File: config.mk
export PLATFORM = sky130hd
export DESIGN_NAME = pipe_stall_ctrl
export DESIGN_NICKNAME = d
export VERILOG_FILES = /design/src/rtl/pipe_stall_ctrl_pkg.sv /design/src/rtl/pipe_stall_ctrl_hazard_detect.sv /design/src/rtl/pipe_stall_ctrl.sv
export SDC_FILE = /design/constraint.sdc
export NUM_CORES = 1
export LEC_CHECK = 0
export BUFFER_PORTS_ARGS = -buffer_cell sky130_fd_sc_hd__clkbuf_2
export CAP_MARGIN = 30
export CORE_UTILIZATION = 45
export CTS_CLUSTER_SIZE = 25
export DETAILED_ROUTE_END_ITERATION = 8
export HOLD_SLACK_MARGIN = 0.03
export MAX_ROUTING_LAYER = met4
export PLACE_DENSITY = 0.78
export SLEW_MARGIN = 20
export SYNTH_ARGS = -nofsm -noshare
export SYNTH_HDL_FRONTEND = slang
export SYNTH_SLANG_ARGS = --single-unit
File: constraint.sdc
create_clock -name clk_i -period 2.4 [get_ports clk_i]
set_input_delay 0.36 -clock clk_i [delete_from_list [all_inputs] [get_ports clk_i]]
set_output_delay 0.36 -clock clk_i [all_outputs]
set_load 0.005 [all_outputs]
File: src/rtl/pipe_stall_ctrl_pkg.sv
// rtl/pipe_stall_ctrl_pkg.sv - shared constants for the pipeline stall controller
//
// Purpose: FSM state encoding and register-index width used by
//          pipe_stall_ctrl and hazard_detect.
// Ports:   none (package).
package pipe_stall_ctrl_pkg;

  localparam int REG_IDX_W = 5;
  localparam int STATE_W   = 3;

  typedef enum logic [STATE_W-1:0] {
    ST_IDLE     = 3'd0,
    ST_RUN      = 3'd1,
    ST_MEM_WAIT = 3'd2,
    ST_ERR      = 3'd3
  } state_e;

endpackage

File: src/rtl/pipe_stall_ctrl_hazard_detect.sv
// rtl/pipe_stall_ctrl_hazard_detect.sv - combinational load-use hazard compare
//
// Purpose: flags a load in ID/EX whose destination is read by the
//          instruction in IF/ID. Register 0 never creates a hazard.
// Ports:
//   idex_memread_i  in   ID/EX instruction is a load
//   idex_rt_i       in   load destination register
//   ifid_rs_i       in   IF/ID source register rs
//   ifid_rt_i       in   IF/ID source register rt
//   hazard_o        out  load-use hazard present
module hazard_detect
  import pipe_stall_ctrl_pkg::*;
(
  input  logic                 idex_memread_i,
  input  logic [REG_IDX_W-1:0] idex_rt_i,
  input  logic [REG_IDX_W-1:0] ifid_rs_i,
  input  logic [REG_IDX_W-1:0] ifid_rt_i,
  output logic                 hazard_o
);

  logic w_rt_nonzero;
  logic w_src_match;

  assign w_rt_nonzero = (idex_rt_i != '0);
  assign w_src_match  = (idex_rt_i == ifid_rs_i) | (idex_rt_i == ifid_rt_i);
  assign hazard_o     = idex_memread_i & w_rt_nonzero & w_src_match;

endmodule

File: src/rtl/pipe_stall_ctrl.sv
// rtl/pipe_stall_ctrl.sv - pipeline stall / flush / freeze controller
//
// Purpose: sequences IDLE / RUN / MEM_WAIT / ERR and drives the PC, IF/ID
//          and ID/EX control strobes combinationally from state and inputs.
//          A data-cache access that stays unacknowledged for MEM_TMO
//          MEM_WAIT cycles lands in a sticky ERR state left only by reset.
// Optional feature: define PIPE_STALL_PERF_EN to add stall_cnt_o, a
//          saturating count of PC-hold cycles spent in RUN or MEM_WAIT.
// Ports:
//   clk_i           in   clock, rising edge
//   rst_i           in   asynchronous active-low reset
//   start_i         in   run enable
//   idex_memread_i  in   ID/EX holds a load
//   idex_rt_i       in   load destination register
//   ifid_rs_i       in   IF/ID source register rs
//   ifid_rt_i       in   IF/ID source register rt
//   branch_taken_i  in   branch resolved taken in ID
//   mem_req_i       in   MEM stage has a cache access outstanding
//   mem_ack_i       in   cache completes the access this cycle
//   pc_hold_o       out  PC keeps its value
//   ifid_hold_o     out  IF/ID holds
//   ifid_flush_o    out  IF/ID loads a NOP
//   idex_bubble_o   out  ID/EX loads a NOP
//   pipe_freeze_o   out  ID/EX, EX/MEM, MEM/WB hold
//   err_o           out  sticky memory-timeout error
//   state_o         out  current FSM state
//   stall_cnt_o     out  stall cycle counter (PIPE_STALL_PERF_EN only)
module pipe_stall_ctrl
  import pipe_stall_ctrl_pkg::*;
#(
  parameter int MEM_TMO = 1023,
  parameter int CNT_W   = 32
) (
  input  logic                 clk_i,
  input  logic                 rst_i,
  input  logic                 start_i,
  input  logic                 idex_memread_i,
  input  logic [REG_IDX_W-1:0] idex_rt_i,
  input  logic [REG_IDX_W-1:0] ifid_rs_i,
  input  logic [REG_IDX_W-1:0] ifid_rt_i,
  input  logic                 branch_taken_i,
  input  logic                 mem_req_i,
  input  logic                 mem_ack_i,
  output logic                 pc_hold_o,
  output logic                 ifid_hold_o,
  output logic                 ifid_flush_o,
  output logic                 idex_bubble_o,
  output logic                 pipe_freeze_o,
  output logic                 err_o,
  output logic [STATE_W-1:0]   state_o
`ifdef PIPE_STALL_PERF_EN
  ,
  output logic [CNT_W-1:0]     stall_cnt_o
`endif
);

  // The wait counter only ever reaches MEM_TMO-1 before ERR is taken.
  localparam int TMO_W = (MEM_TMO > 1) ? $clog2(MEM_TMO) : 1;
  localparam logic [TMO_W-1:0] TMO_LAST = TMO_W'(MEM_TMO - 1);

  state_e           r_state;
  logic [TMO_W-1:0] r_wait_cnt;

  logic w_hazard;
  logic w_mem_stall;
  logic w_pc_hold;
  logic w_ifid_hold;
  logic w_ifid_flush;
  logic w_idex_bubble;
  logic w_pipe_freeze;

  hazard_detect u_hazard_detect (
    .idex_memread_i (idex_memread_i),
    .idex_rt_i      (idex_rt_i),
    .ifid_rs_i      (ifid_rs_i),
    .ifid_rt_i      (ifid_rt_i),
    .hazard_o       (w_hazard)
  );

  assign w_mem_stall = mem_req_i & ~mem_ack_i;

  // Strobes are combinational so a stall or release takes effect in the
  // same cycle the cache request/ack is seen.
  always_comb begin
    w_pc_hold     = 1'b0;
    w_ifid_hold   = 1'b0;
    w_ifid_flush  = 1'b0;
    w_idex_bubble = 1'b0;
    w_pipe_freeze = 1'b0;
    case (r_state)
      ST_RUN: begin
        // Priority: memory stall, then load-use, then branch flush. The
        // load-use bubble suppresses the flush so the held IF/ID
        // instruction is not discarded.
        if (w_mem_stall) begin
          w_pc_hold     = 1'b1;
          w_ifid_hold   = 1'b1;
          w_pipe_freeze = 1'b1;
        end else if (w_hazard) begin
          w_pc_hold     = 1'b1;
          w_ifid_hold   = 1'b1;
          w_idex_bubble = 1'b1;
        end else if (branch_taken_i) begin
          w_ifid_flush  = 1'b1;
        end
      end
      ST_MEM_WAIT: begin
        w_pc_hold     = ~mem_ack_i;
        w_ifid_hold   = ~mem_ack_i;
        w_pipe_freeze = ~mem_ack_i;
      end
      default: begin
        // IDLE, ERR and unused encodings keep the whole pipe still.
        w_pc_hold     = 1'b1;
        w_ifid_hold   = 1'b1;
        w_pipe_freeze = 1'b1;
      end
    endcase
  end

  always_ff @(posedge clk_i or negedge rst_i) begin
    if (!rst_i) begin
      r_state    <= ST_IDLE;
      r_wait_cnt <= '0;
    end else begin
      case (r_state)
        ST_IDLE: begin
          if (start_i) r_state <= ST_RUN;
        end
        ST_RUN: begin
          // An outstanding access is seen through to its ack before the
          // run-enable is honoured, so the cache handshake is never dropped.
          if (w_mem_stall) begin
            r_state    <= ST_MEM_WAIT;
            r_wait_cnt <= '0;
          end else if (!start_i) begin
            r_state <= ST_IDLE;
          end
        end
        ST_MEM_WAIT: begin
          if (mem_ack_i) begin
            r_state <= start_i ? ST_RUN : ST_IDLE;
          end else if (r_wait_cnt == TMO_LAST) begin
            r_state <= ST_ERR;
          end else begin
            r_wait_cnt <= r_wait_cnt + TMO_W'(1);
          end
        end
        ST_ERR: begin
          r_state <= ST_ERR;
        end
        default: begin
          r_state <= ST_IDLE;
        end
      endcase
    end
  end

`ifdef PIPE_STALL_PERF_EN
  logic [CNT_W-1:0] r_stall_cnt;
  logic             w_cnt_en;

  assign w_cnt_en = ((r_state == ST_RUN) || (r_state == ST_MEM_WAIT)) && w_pc_hold;

  always_ff @(posedge clk_i or negedge rst_i) begin
    if (!rst_i) begin
      r_stall_cnt <= '0;
    end else if (w_cnt_en && (r_stall_cnt != '1)) begin
      r_stall_cnt <= r_stall_cnt + CNT_W'(1);
    end
  end

  assign stall_cnt_o = r_stall_cnt;
`endif

  assign pc_hold_o     = w_pc_hold;
  assign ifid_hold_o   = w_ifid_hold;
  assign ifid_flush_o  = w_ifid_flush;
  assign idex_bubble_o = w_idex_bubble;
  assign pipe_freeze_o = w_pipe_freeze;
  assign err_o         = (r_state == ST_ERR);
  assign state_o       = r_state;

endmodule
==> flow_summary.json <==
{
  "fin_hold_ws_ns": 0.480,
  "slew_headroom_pct": 60.8,
  "crit_required_ns": 2.04,
  "synth_edf_count": 0,
  "vias": 987,
  "postRouteWirelength_um": 2130,
  "seq_area_sq_um": 300,
  "critPathTopFamily": "compound AO/OA/AOI/OAI gates",
  "synth_top_area_share_pct": 30.2,
  "syn_nets": 141,
  "worst-path-stages": 6,
  "viasPerCell": 5.88,
  "synthTopCellsByArea": "dfrtp_1 (30%), xor2_1 (8.8%), ha_1 (7.5%)",
  "slew_violations": 0,
  "grt_max_degree": 13,
  "hold_depth": 4,
  "ys.flop_type": "dfrtp_1",
  "grt_first_pass_wirelength_um": 3670,
  "final_nets": 171,
  "grt_overflow": 0,
  "ir_drop_mv": 0.408,
  "fin_crit_ns": 2.15,
  "antenna_left": 0,
  "ff2ff_setup_slack_ns": 0.45,
  "synth_warnings": 0,
  "htree_levels": 1,
  "track_usage_pct": 19.8,
  "rsz0062_at_grt": "no",
  "ys_seq_elements": 12,
  "tightestPinTransition_ns": 0.584,
  "remaining_drc_errors": 0,
  "cts_buffers": 3,
  "crit_chain": "inv_1 > ha_1 > a21oi_1 > o21ai_0 > o21bai_1 > clkbuf_2",
  "cpPeakStageDelay_ns": 0.43,
  "r2r_end": "state_o[0]",
  "layout-drive-gt1-share_pct": 27.0,
  "port_buffers": 29,
  "end_kind": "primary output",
  "coreArea_sq_um": 2020,
  "leakagePower_nw": 0.603,
  "critPathArrivalTime_ns": 1.79,
  "die_h_um": 49.0,
  "critPathBufInv": 2,
  "area_growth_pct": 17.7,
  "hold_class": "in2reg",
  "start_kind": "register",
  "setup_viol": 0,
  "pin_count": 31,
  "fmax_ghz": 0.465,
  "syn_inst": 113,
  "n_fill_cell": 198,
  "multiInputGateArea_sq_um": 637,
  "row_count": 16,
  "antenna_found_initial": 0,
  "cts.sinks": 12,
  "synthArstFlopShare_pct": 100,
  "worstHoldStart": "start_i",
  "r2r-start": "state_o[0]",
  "start_util_pct": 49.2,
  "drt-pass1-iter-count": 7,
  "cts_buffer_depth": 2,
  "slowest_stage": "dfrtp_1",
  "tns_ns": 0,
  "diodes": 0,
  "yosysMostFrequentCell": "dfrtp_1",
  "post-cts-setup-buffers": 0,
  "gp_congestion": 0.817,
  "crit_type": "reg2out",
  "power_density_nw_per_um2": 722,
  "fin_crit_sh_pct": 89.5,
  "synth.top_cells.by_count": "dfrtp_1 (12), nand2_1 (10), xor2_1 (10)",
  "hold_viol_final": 0,
  "grt_pass1_vias": 880,
  "synth_area_leader_cell": "dfrtp_1",
  "rr_worst_depth": 6,
  "clock_skew_ns": 0.00503,
  "synth_cell_types": 43,
  "worstPathMaxFanout": 9,
  "whs_endpoint": "state_o[0]",
  "clk_latency_ns": 0.27,
  "wl_per_cell_um": 12.7,
  "cap_viol_max_count": 0,
  "syn-mean-instance-area_sq_um": 8.80,
  "outcome": "complete, no violations",
  "clkSlewWorstSetupHoldPaths_ns": 0.07,
  "die_area_sq_um": 2400,
  "die_w_um": 49.0,
  "cts_root_buf": "clkbuf_4",
  "seq_area_frac_synth_pct": 30.2,
  "syn_area_sq_um": 995,
  "post-dp-hpwl_um": 1700,
  "drtIter0Drc": 16,
  "cts_tree": "done"
}
## what timing repair did
action | 4_1_cts | 5_1_grt
gates resized for setup | 0 | 0
hold buffers | 1 | 0
hold endpoints to repair | 12 | 0
## cell usage in the layout (no fill, tap or decap), types with 2 or more instances in the layout
cell type	Yosys	final
clkbuf_2	0	29
dfrtp_1	12	12
xor2_1	10	10
nand2_1	10	10
nor2_1	7	7
inv_1	6	6
a21oi_1	6	6
ha_1	6	6
o21ai_0	5	5
nor3_1	3	3
a31oi_1	3	3
mux2i_1	3	3
clkbuf_4	0	3
or4_1	2	2
and4_1	2	2
and3_2	2	2
and2_1	2	2
nand4_1	2	2
and3_1	2	2
nand2b_1	2	2
a41o_2	2	2
nand3_1	2	2
## layer usage
layer | global-route usage (%) | vias up | part of all wire (%)
met5 | - | - | 0
met4 | 4.41 | 0 | 1.6
met3 | 4.67 | 10 | 5.9
met2 | 32.6 | 45 | 48
met1 | 24.6 | 466 | 44
li1 | - | 466 | -
## layout make-up
type / count / share of cell area [%]
well taps: 27 / 2.88
flip-flops and latches: 12 / 25.6
multi-input cells: 90 / 54.4
inverters: 6 / 1.92
clock buffers: 3 / 1.92
repair buffers: 30 / 13.2
## power breakdown
part	switching (mW)	internal (mW)	leakage [nW]
Clock	0.0586	0.0580	0.0138
Combinational	0.235	0.210	0.428
Sequential	0.0415	0.243	0.161
Total	0.335	0.511	0.603
## sequential cells by signal, indices dropped and copies added, names as in the netlist
| signal | cells |
|---|---|
| state_o | 2 |
| r_wait_cnt | 10 |
## cell families after synthesis
kind of cell / count (synthesis) / synth area share (%)
compound gates: 27 / 19.5
xor+xnor: 10 / 8.80
fa+ha+maj: 6 / 7.55
buf+inv: 11 / 5.78
flops: 12 / 30.2
mux: 5 / 5.28
other cells: 1 / 0.377
simple gates: 41 / 22.5
## how the worst max path moves through the flow
stage	startpoint	to	slack, ns
floorplan	state_o[0]	state_o[0]	0.55
global placement	idex_rt_i[0]	ifid_hold_o	0.49
detailed placement	idex_rt_i[0]	ifid_hold_o	0.42
CTS	state_o[0]	ifid_hold_o	0.25
global route	state_o[0]	ifid_hold_o	0.08
finish	state_o[0]	ifid_hold_o	0.25
## worst min-delay path, stage by stage
cell	delay [ns]
clkbuf_2	0.10
o21ai_0	0.08
nand2_1	0.06
mux2_1	0.11
## through the flow
| stage | area [sq um] | setup slack [ns] | power [mW] | std cells | utilization (%) |
|---|---|---|---|---|---|
| floorplan | 995 | 0.553 | 0.591 | 113 | - |
| global placement | 1140 | 0.486 | 0.709 | 164 | 56.3 |
| detailed placement | 1140 | 0.420 | 0.731 | 164 | 56.3 |
| CTS | 1170 | 0.251 | 0.848 | 168 | 57.9 |
| global route | 1170 | 0.0815 | 0.923 | 168 | 57.9 |
| finish | 1170 | 0.251 | 0.846 | 168 | 57.9 |
No activity file was read; power rests on OpenSTA's default activity.
